File: src/rtl/alu_share_arbiter_if.sv
// Bus bundle between the two requesters, the shared ALU and the response consumer.
// The arbiter uses modport slave; the surrounding environment uses modport master.
interface alu_share_arbiter_if #(
    parameter int unsigned WIDTH = 64,
    parameter int unsigned OPW   = 4
);
    logic             req0_valid;
    logic             req0_ready;
    logic [WIDTH-1:0] req0_a;
    logic [WIDTH-1:0] req0_b;
    logic [OPW-1:0]   req0_op;

    logic             req1_valid;
    logic             req1_ready;
    logic [WIDTH-1:0] req1_a;
    logic [WIDTH-1:0] req1_b;
    logic [OPW-1:0]   req1_op;

    logic [WIDTH-1:0] alu_a;
    logic [WIDTH-1:0] alu_b;
    logic [OPW-1:0]   alu_op;
    logic [WIDTH-1:0] alu_r;
    logic             alu_z;

    logic             resp_valid;
    logic             resp_ready;
    logic             resp_id;
    logic [WIDTH-1:0] resp_result;
    logic             resp_zero;
    logic             resp_err;

    modport slave (
        input  req0_valid, req0_a, req0_b, req0_op,
        output req0_ready,
        input  req1_valid, req1_a, req1_b, req1_op,
        output req1_ready,
        output alu_a, alu_b, alu_op,
        input  alu_r, alu_z,
        output resp_valid, resp_id, resp_result, resp_zero, resp_err,
        input  resp_ready
    );

    modport master (
        output req0_valid, req0_a, req0_b, req0_op,
        input  req0_ready,
        output req1_valid, req1_a, req1_b, req1_op,
        input  req1_ready,
        input  alu_a, alu_b, alu_op,
        output alu_r, alu_z,
        input  resp_valid, resp_id, resp_result, resp_zero, resp_err,
        output resp_ready
    );
endinterface

File: src/rtl/alu_share_arbiter.sv
// Round-robin share of one combinational ALU between two requesters, with a
// single registered response slot tagged by requester id.
// Optional macro ALU_ARB_OPCHECK_EN: illegal opcodes are accepted but the ALU
// sees opcode 0 and the slot stores result 0, zero 1, err 1.
module alu_share_arbiter #(
    parameter int unsigned WIDTH = 64,
    parameter int unsigned OPW   = 4
) (
    input logic            clk,
    input logic            reset,
    alu_share_arbiter_if.slave bus
);
    typedef enum logic {EMPTY = 1'b0, FULL = 1'b1} state_e;

    state_e           state_q, state_d;
    logic             last_grant_q, last_grant_d;
    logic             resp_id_q, resp_id_d;
    logic [WIDTH-1:0] result_q, result_d;
    logic             zero_q, zero_d;

    logic             grant_vld;
    logic             grant_id;
    logic             accept;
    logic [WIDTH-1:0] sel_a;
    logic [WIDTH-1:0] sel_b;
    logic [OPW-1:0]   sel_op;
    logic             op_bad;

`ifdef ALU_ARB_OPCHECK_EN
    localparam logic [OPW-1:0] OP_AND = OPW'(4'b0000);
    localparam logic [OPW-1:0] OP_OR  = OPW'(4'b0001);
    localparam logic [OPW-1:0] OP_ADD = OPW'(4'b0010);
    localparam logic [OPW-1:0] OP_SUB = OPW'(4'b0110);
    localparam logic [OPW-1:0] OP_NOR = OPW'(4'b1100);
    logic err_q, err_d;
`endif

    // Round-robin grant: a lone requester wins, contention goes to the one not served last.
    always_comb begin
        grant_vld = bus.req0_valid || bus.req1_valid;
        grant_id  = 1'b0;
        if (bus.req0_valid && bus.req1_valid) begin
            grant_id = ~last_grant_q;
        end else if (bus.req1_valid) begin
            grant_id = 1'b1;
        end
        sel_a  = grant_id ? bus.req1_a  : bus.req0_a;
        sel_b  = grant_id ? bus.req1_b  : bus.req0_b;
        sel_op = grant_id ? bus.req1_op : bus.req0_op;
`ifdef ALU_ARB_OPCHECK_EN
        op_bad = grant_vld && !(sel_op inside {OP_AND, OP_OR, OP_ADD, OP_SUB, OP_NOR});
`else
        op_bad = 1'b0;
`endif
    end

    // Slot FSM next state and capture of the ALU result on an accept.
    always_comb begin
        state_d      = state_q;
        last_grant_d = last_grant_q;
        resp_id_d    = resp_id_q;
        result_d     = result_q;
        zero_d       = zero_q;
`ifdef ALU_ARB_OPCHECK_EN
        err_d        = err_q;
`endif
        accept = grant_vld && !reset && ((state_q == EMPTY) || bus.resp_ready);

        case (state_q)
            EMPTY:   if (accept) state_d = FULL;
            FULL:    if (!accept && bus.resp_ready) state_d = EMPTY;
            default: state_d = EMPTY;
        endcase

        if (accept) begin
            last_grant_d = grant_id;
            resp_id_d    = grant_id;
            result_d     = op_bad ? '0 : bus.alu_r;
            zero_d       = op_bad ? 1'b1 : bus.alu_z;
`ifdef ALU_ARB_OPCHECK_EN
            err_d        = op_bad;
`endif
        end
    end

    // State and response registers; reset discards any held response.
    always_ff @(posedge clk) begin
        if (reset) begin
            state_q      <= EMPTY;
            last_grant_q <= 1'b1;
            resp_id_q    <= 1'b0;
            result_q     <= '0;
            zero_q       <= 1'b0;
`ifdef ALU_ARB_OPCHECK_EN
            err_q        <= 1'b0;
`endif
        end else begin
            state_q      <= state_d;
            last_grant_q <= last_grant_d;
            resp_id_q    <= resp_id_d;
            result_q     <= result_d;
            zero_q       <= zero_d;
`ifdef ALU_ARB_OPCHECK_EN
            err_q        <= err_d;
`endif
        end
    end

    assign bus.req0_ready  = accept && !grant_id;
    assign bus.req1_ready  = accept && grant_id;
    assign bus.alu_a       = grant_vld ? sel_a : '0;
    assign bus.alu_b       = grant_vld ? sel_b : '0;
    assign bus.alu_op      = (grant_vld && !op_bad) ? sel_op : '0;
    assign bus.resp_valid  = (state_q == FULL);
    assign bus.resp_id     = resp_id_q;
    assign bus.resp_result = result_q;
    assign bus.resp_zero   = zero_q;
`ifdef ALU_ARB_OPCHECK_EN
    assign bus.resp_err    = err_q;
`else
    assign bus.resp_err    = 1'b0;
`endif
endmodule

File: src/flat_wrapper.sv
// flat-port wrapper written by rule: the top's interface ports become plain ports
module alu_share_arbiter_flat 
#(
    parameter int unsigned WIDTH = 64,
    parameter int unsigned OPW   = 4
)
  (clk, reset, bus_req0_valid, bus_req0_a, bus_req0_b, bus_req0_op, bus_req0_ready, bus_req1_valid, bus_req1_a, bus_req1_b, bus_req1_op, bus_req1_ready, bus_alu_a, bus_alu_b, bus_alu_op, bus_alu_r, bus_alu_z, bus_resp_valid, bus_resp_id, bus_resp_result, bus_resp_zero, bus_resp_err, bus_resp_ready);
  alu_share_arbiter_if #(.WIDTH(WIDTH), .OPW(OPW)) bus_i ();
  input logic clk;
  input logic reset;
  input wire logic [$bits(bus_i.req0_valid)-1:0] bus_req0_valid;
  input wire logic [$bits(bus_i.req0_a)-1:0] bus_req0_a;
  input wire logic [$bits(bus_i.req0_b)-1:0] bus_req0_b;
  input wire logic [$bits(bus_i.req0_op)-1:0] bus_req0_op;
  output wire logic [$bits(bus_i.req0_ready)-1:0] bus_req0_ready;
  input wire logic [$bits(bus_i.req1_valid)-1:0] bus_req1_valid;
  input wire logic [$bits(bus_i.req1_a)-1:0] bus_req1_a;
  input wire logic [$bits(bus_i.req1_b)-1:0] bus_req1_b;
  input wire logic [$bits(bus_i.req1_op)-1:0] bus_req1_op;
  output wire logic [$bits(bus_i.req1_ready)-1:0] bus_req1_ready;
  output wire logic [$bits(bus_i.alu_a)-1:0] bus_alu_a;
  output wire logic [$bits(bus_i.alu_b)-1:0] bus_alu_b;
  output wire logic [$bits(bus_i.alu_op)-1:0] bus_alu_op;
  input wire logic [$bits(bus_i.alu_r)-1:0] bus_alu_r;
  input wire logic [$bits(bus_i.alu_z)-1:0] bus_alu_z;
  output wire logic [$bits(bus_i.resp_valid)-1:0] bus_resp_valid;
  output wire logic [$bits(bus_i.resp_id)-1:0] bus_resp_id;
  output wire logic [$bits(bus_i.resp_result)-1:0] bus_resp_result;
  output wire logic [$bits(bus_i.resp_zero)-1:0] bus_resp_zero;
  output wire logic [$bits(bus_i.resp_err)-1:0] bus_resp_err;
  input wire logic [$bits(bus_i.resp_ready)-1:0] bus_resp_ready;
  assign bus_i.req0_valid = bus_req0_valid;
  assign bus_i.req0_a = bus_req0_a;
  assign bus_i.req0_b = bus_req0_b;
  assign bus_i.req0_op = bus_req0_op;
  assign bus_req0_ready = bus_i.req0_ready;
  assign bus_i.req1_valid = bus_req1_valid;
  assign bus_i.req1_a = bus_req1_a;
  assign bus_i.req1_b = bus_req1_b;
  assign bus_i.req1_op = bus_req1_op;
  assign bus_req1_ready = bus_i.req1_ready;
  assign bus_alu_a = bus_i.alu_a;
  assign bus_alu_b = bus_i.alu_b;
  assign bus_alu_op = bus_i.alu_op;
  assign bus_i.alu_r = bus_alu_r;
  assign bus_i.alu_z = bus_alu_z;
  assign bus_resp_valid = bus_i.resp_valid;
  assign bus_resp_id = bus_i.resp_id;
  assign bus_resp_result = bus_i.resp_result;
  assign bus_resp_zero = bus_i.resp_zero;
  assign bus_resp_err = bus_i.resp_err;
  assign bus_i.resp_ready = bus_resp_ready;
  alu_share_arbiter #(.WIDTH(WIDTH), .OPW(OPW)) u_core (.clk(clk), .reset(reset), .bus(bus_i));
endmodule
File: config.mk
export PLATFORM = sky130hd
export DESIGN_NAME = alu_share_arbiter_flat
export DESIGN_NICKNAME = d
export VERILOG_FILES = /design/src/rtl/alu_share_arbiter_if.sv /design/src/rtl/alu_share_arbiter.sv /design/src/flat_wrapper.sv
export SDC_FILE = /design/constraint.sdc
export NUM_CORES = 1
export LEC_CHECK = 0
export CORE_AREA = 2 2 211 213
export CTS_BUF_LIST = sky130_fd_sc_hd__clkbuf_8 sky130_fd_sc_hd__clkbuf_16
export DETAILED_ROUTE_END_ITERATION = 8
export DIE_AREA = 0 0 213 215
export PLACE_DENSITY_LB_ADDON = 0.15
export SETUP_SLACK_MARGIN = 0.5
export SLEW_MARGIN = 20
export SYNTH_ARGS = -nofsm -noshare
export SYNTH_HDL_FRONTEND = slang
export SYNTH_SLANG_ARGS = --single-unit
File: constraint.sdc
create_clock -name clk -period 1.7 [get_ports clk]
set_input_delay 0.34 -clock clk [delete_from_list [all_inputs] [get_ports clk]]
set_output_delay 0.34 -clock clk [all_outputs]
set_load 0.02 [all_outputs]
# Word-level counts from Yosys, hierarchy flattened
# Index checks and enable logic that the tools add are counted.
[word_totals]
regBits = 68
inputBits = 334
out_inout_bits = 202
wordCells = 29
[op_classes]
mux = 11
n_bitwise = 2
reduce_logical = 11
[op_table]
columns = ["cell", "count"]
rows = [
  ["$mux 64", 4],
  ["$mux 4", 2],
  ["$logic_and 1x1->1", 6],
  ["$mux 1", 4],
  ["$logic_not 1->1", 3],
  ["$logic_or 1x1->1", 2],
  ["$not 1->1", 2],
  ["$pmux 1 s2", 1],
]

# Longest topological paths before layout
[logic_depth]
ltp_word = 7
mapped_depth = 8

# Worst setup path before layout
# No wires, ideal clock.
[synth_timing]
kind = "input-to-output"
start = "input bus_req0_valid"
end = "output bus_alu_a[10]"
arrival_ps = 1455
required_time_ps = 1360
path_slack_ps = -95
cell_stages = 8
path_buffers = 5
path_cell_list = "buf_4 > a21boi_2 > buf_4 > buf_6 > buf_8 > buf_6 > nand2_1 > o21ai_1"
[synth_via]
elab_chain_len = 4
[synth_lines]
columns = ["element", "line", "source"]
rows = [
  ["start, declared", "flat_wrapper.sv:11", "input wire logic [$bits(bus_i.req0_valid)-1:0] bus_req0_valid;"],
  ["$logic_and 1x1->1", "alu_share_arbiter.sv:42", "if (bus.req0_valid && bus.req1_valid) begin"],
  ["$mux 1", "alu_share_arbiter.sv:42", ""],
  ["$mux 64", "alu_share_arbiter.sv:47", "sel_a = grant_id ? bus.req1_a : bus.req0_a;"],
  ["$mux 64 (*)", "alu_share_arbiter.sv:111", "assign bus.alu_a = grant_vld ? sel_a : '0;"],
  ["end, declared", "flat_wrapper.sv:21", "output wire logic [$bits(bus_i.alu_a)-1:0] bus_alu_a;"],
]
# Every way passes the cells marked *; elsewhere a longest branch is shown, timed or not.

# Final worst setup path
[layout_timing]
start = "register u_core.last_grant_q"
end = "output bus_alu_a[37]"
[layout_via]
elab_chain_len = 4
[layout_lines]
columns = ["element", "line", "source"]
rows = [
  ["start, declared", "alu_share_arbiter.sv:16", "logic last_grant_q, last_grant_d;"],
  ["start signal, assigned", "alu_share_arbiter.sv:99", "last_grant_q <= last_grant_d;"],
  ["$not 1->1", "alu_share_arbiter.sv:43", "grant_id = ~last_grant_q;"],
  ["$mux 1", "alu_share_arbiter.sv:42", ""],
  ["$mux 64", "alu_share_arbiter.sv:47", ""],
  ["$mux 64", "alu_share_arbiter.sv:111", ""],
]
# No other way between the ends.

==> impl_metrics.py <==
metrics = {
    "timing": {
        "post-route-min-period_ps": 2120,
        "rsz0062_at_grt": "true",
        "setup_viol": 133,
        "finalHoldViolations": 0,
        "skew_ps": 4.74,
        "worst_slack_ps": -420,
        "maxSlewViolCount": 0,
        "fmaxAchievable_mhz": 472,
        "timing.final.crit_share": 1.25,
    },
    "hold_path": {
        "holdPathStages": 3,
        "hold_end": "u_core.bus.resp_id$_SDFFE_PP0P_",
        "hold_path.startpoint": "reset",
        "hp-class": "input pin to register",
    },
    "logic_synthesis": {
        "synth_area_leaders": "dfxtp_1 29%, nand2_1 21%, o21ai_1 17%",
        "yosys.area.top_type": "dfxtp_1",
        "yosys_warnings": 0,
        "synth.avg_cell_area_sq_um": 6.17,
        "synthCells": 756,
        "synthArstFlopShare": 0,
        "yosysUniqueCellTypes": 23,
        "yosysMostFrequentCell": "nand2_1",
        "syn_nets": 1090,
        "synth.yosys.seq_area_share": 0.292,
        "ys_seq_elements": 68,
        "yosys-top-cells-count": "266 x nand2_1, 163 x o21ai_1, 68 x dfxtp_1, 66 x a21oi_1, 65 x nand3b_1",
        "synth_edf_count": 0,
        "synth_top_area_share": 0.292,
        "syn_area_sq_mm": 0.00466,
        "synth_ff_type": "dfxtp_1",
    },
    "flow_run": {
        "drv_cap": 0,
    },
    "clock_tree": {
        "tritoncts": "yes",
        "clock_path_buffers": 2,
        "clk-insertion-delay-late_ps": 340,
        "htree_levels": 3,
        "cts_sinks": 68,
        "path_clk_slew_ps": 50,
        "root_buffer": "clkbuf_16",
        "cts_buffers": 9,
    },
    "critical_path": {
        "worst_setup_path_end_kind": "output port",
        "worstPathCellList": "a21boi_4, buf_12, buf_4, buf_16, buf_12, nand2_1, o21ai_2, buf_4",
        "critPathKind": "register to output port",
        "worstPathArrival_ps": 1780,
        "crit_cells": 8,
        "cp_top_family": "buffers and inverters",
        "rr_startpoint": "u_core.last_grant_q$_SDFFE_PP1P_",
        "regToRegEndpoint": "u_core.bus.resp_id$_SDFFE_PP0P_",
        "ff2ff_path_depth": 6,
        "crit_buf_inv": 5,
        "cp_data_required_time_ps": 1360,
        "critPathMaxFanout": 9,
        "startpoint_type": "register",
        "cp_slowest_cell": "dfxtp_2",
        "max_stage_delay_ps": 330,
        "rrSetupSlack_ps": 410,
    },
    "place": {
        "hpwl_um": 27100,
        "dpl_cell_area_sq_mm": 0.0122,
        "place_congestion": 0.876,
        "portBuffers": 534,
    },
    "outcome": {
        "status": "finished with violations",
        "violations": "setup timing",
    },
    "drt": {
        "top_layer_used": "met5",
        "route.met3.wl_um": 3720,
        "drt_first_iter_violations": 222,
        "drc": 0,
        "ant_nets": 0,
        "vias_per_cell": 3.86,
        "dr.pass1.iters": 4,
        "wl_met1_um": 13500,
        "routedWlPerCell_um": 17.9,
        "vias": 7521,
        "met2_length_um": 17400,
        "drt-total-wl_um": 35000,
    },
    "final_layout": {
        "postLayoutCoreUtil": 0.321,
        "final_nets": 1684,
        "drive_above_1_share": 0.421,
        "multi_input_area_sq_mm": 0.00428,
        "regArea_sq_mm": 0.00139,
        "fillCellCount": 4657,
        "syn_to_final_growth_pct": 200,
        "post-route-cell-area_sq_mm": 0.0140,
    },
    "global_route": {
        "grt_pass1_wl_um": 50300,
        "antenna_found_initial": 5,
        "grt_max_degree": 80,
        "overflow": 0,
        "grt_pass1_vias": 7700,
        "grt_usage": 0.146,
    },
    "power": {
        "clkPwrFrac": 0.255,
        "finalPower_uw": 7970,
        "seq_power_share": 0.222,
        "p_leak_uw": 0.00586,
        "switching_share": 0.335,
        "ir_worst_vdd_v": 0.000352,
        "switching_power_uw": 2670,
        "power_density_mw_per_mm2": 569,
        "p_comb_frac": 0.523,
        "p_int_uw": 5300,
    },
    "die": {
        "die_h_um": 215,
        "ioPinCount": 536,
        "core_sq_mm": 0.0436,
        "start_util": 0.107,
        "die-width_um": 213,
        "dieArea_sq_mm": 0.0458,
        "rows": 77,
    },
}
logic make-up (layout without fill, tap and decap cells):
| group | Yosys count | in the layout | share of synthesized area |
|---|---|---|---|
| buffers and inverters | 83 | 682 | 0.0878 |
| DFF | 68 | 68 | 0.292 |
| and+or+nand+nor | 337 | 337 | 0.326 |
| other | 1 | 4 | 0.000804 |
| AOI/OAI and AO/OA | 267 | 267 | 0.293 |
registers in the layout, indices dropped and copies added (netlist names):
signal and cells:
u_core.bus.resp_zero 1, u_core.bus.resp_result 64, u_core.bus.resp_id 1, u_core.last_grant_q 1, u_core.bus.resp_valid 1
per-stage QoR:
step                      setup slack, ps  instances  hold WS, ps  setup TNS, ps
final                                -420       1950          434         -41390
after global routing                 -515       1950          466         -53480
after CTS                            -466       1943          438         -46640
after detailed placement             -981       1873          466        -121170
after global placement               -952       1873          460        -117230
after floorplan                     -51.6        756          500           -381
cell type report:
type | count | area share
Timing Repair Buffer | 665 | 0.519
Multi-Input combinational cell | 605 | 0.305
Sequential cell | 68 | 0.0990
Tap cell | 592 | 0.0529
Clock buffer | 10 | 0.0171
Clock inverter | 6 | 0.00563
Antenna cell | 3 | 0.000536
Inverter | 1 | 0.000268
power groups by stage:
stage	combinational (uW)	sequential (uW)	clock, uW
after floorplan	1420	1920	0
after global placement	3590	1790	0
after detailed placement	3590	1790	0
after CTS	4120	1760	2120
after global routing	4420	1790	2190
final	4170	1770	2030
worst min-delay path: stages:
cell and delay [ps]:
buf_2 150, inv_1 110, a31o_1 140
layer usage:
| metal | vias up | global-route usage |
|---|---|---|
| met5 | - | 0 |
| met3 | 24 | 0.0557 |
| met1 | 3432 | 0.165 |
| met4 | 4 | 0.0338 |
| met2 | 309 | 0.257 |
| li1 | 3752 | - |
what timing repair did:
action                                  CTS  global route
pin swaps                                31            19
cloned                                   17             0
gates resized for setup                 769           405
hold buffers                              0             0
endpoints found under the setup margin  269           269
buffers inserted                         37             4
placed cells by master, fill, tap and decap left out, types with 2 or more instances in the layout:
master / synthesis / routed
clkdlybuf4s50_1: 0 / 329
buf_6: 7 / 151
a21oi_1: 66 / 66
clkinv_2: 0 / 3
o21ai_1: 163 / 55
nand2_2: 0 / 16
buf_4: 3 / 87
inv_1: 1 / 2
bufinv_16: 0 / 2
nand2_4: 0 / 62
buf_2: 18 / 21
dfxtp_2: 0 / 17
buf_16: 0 / 20
clkbuf_2: 0 / 3
nand3b_1: 65 / 65
o21ai_4: 0 / 54
o21ai_2: 5 / 65
buf_12: 0 / 37
nand2_1: 266 / 188
clkbuf_16: 0 / 9
diode_2: 0 / 3
buf_8: 1 / 7
clkdlybuf4s15_2: 0 / 8
o21ai_0: 30 / 24
dfxtp_1: 68 / 50
worst max path at each step:
stage / startpoint / endpoint / slack (ps)
after floorplan: bus_req0_valid / bus_alu_op[3] / -50
after global placement: bus_req1_valid / bus_alu_a[45] / -950
after detailed placement: bus_req1_valid / bus_alu_a[45] / -980
after CTS: u_core.last_grant_q$_SDFFE_PP1P_ / bus_alu_a[37] / -470
after global routing: u_core.last_grant_q$_SDFFE_PP1P_ / bus_alu_a[50] / -510
final: u_core.last_grant_q$_SDFFE_PP1P_ / bus_alu_a[37] / -420
Note: power is estimated with default switching activity, not from simulation.
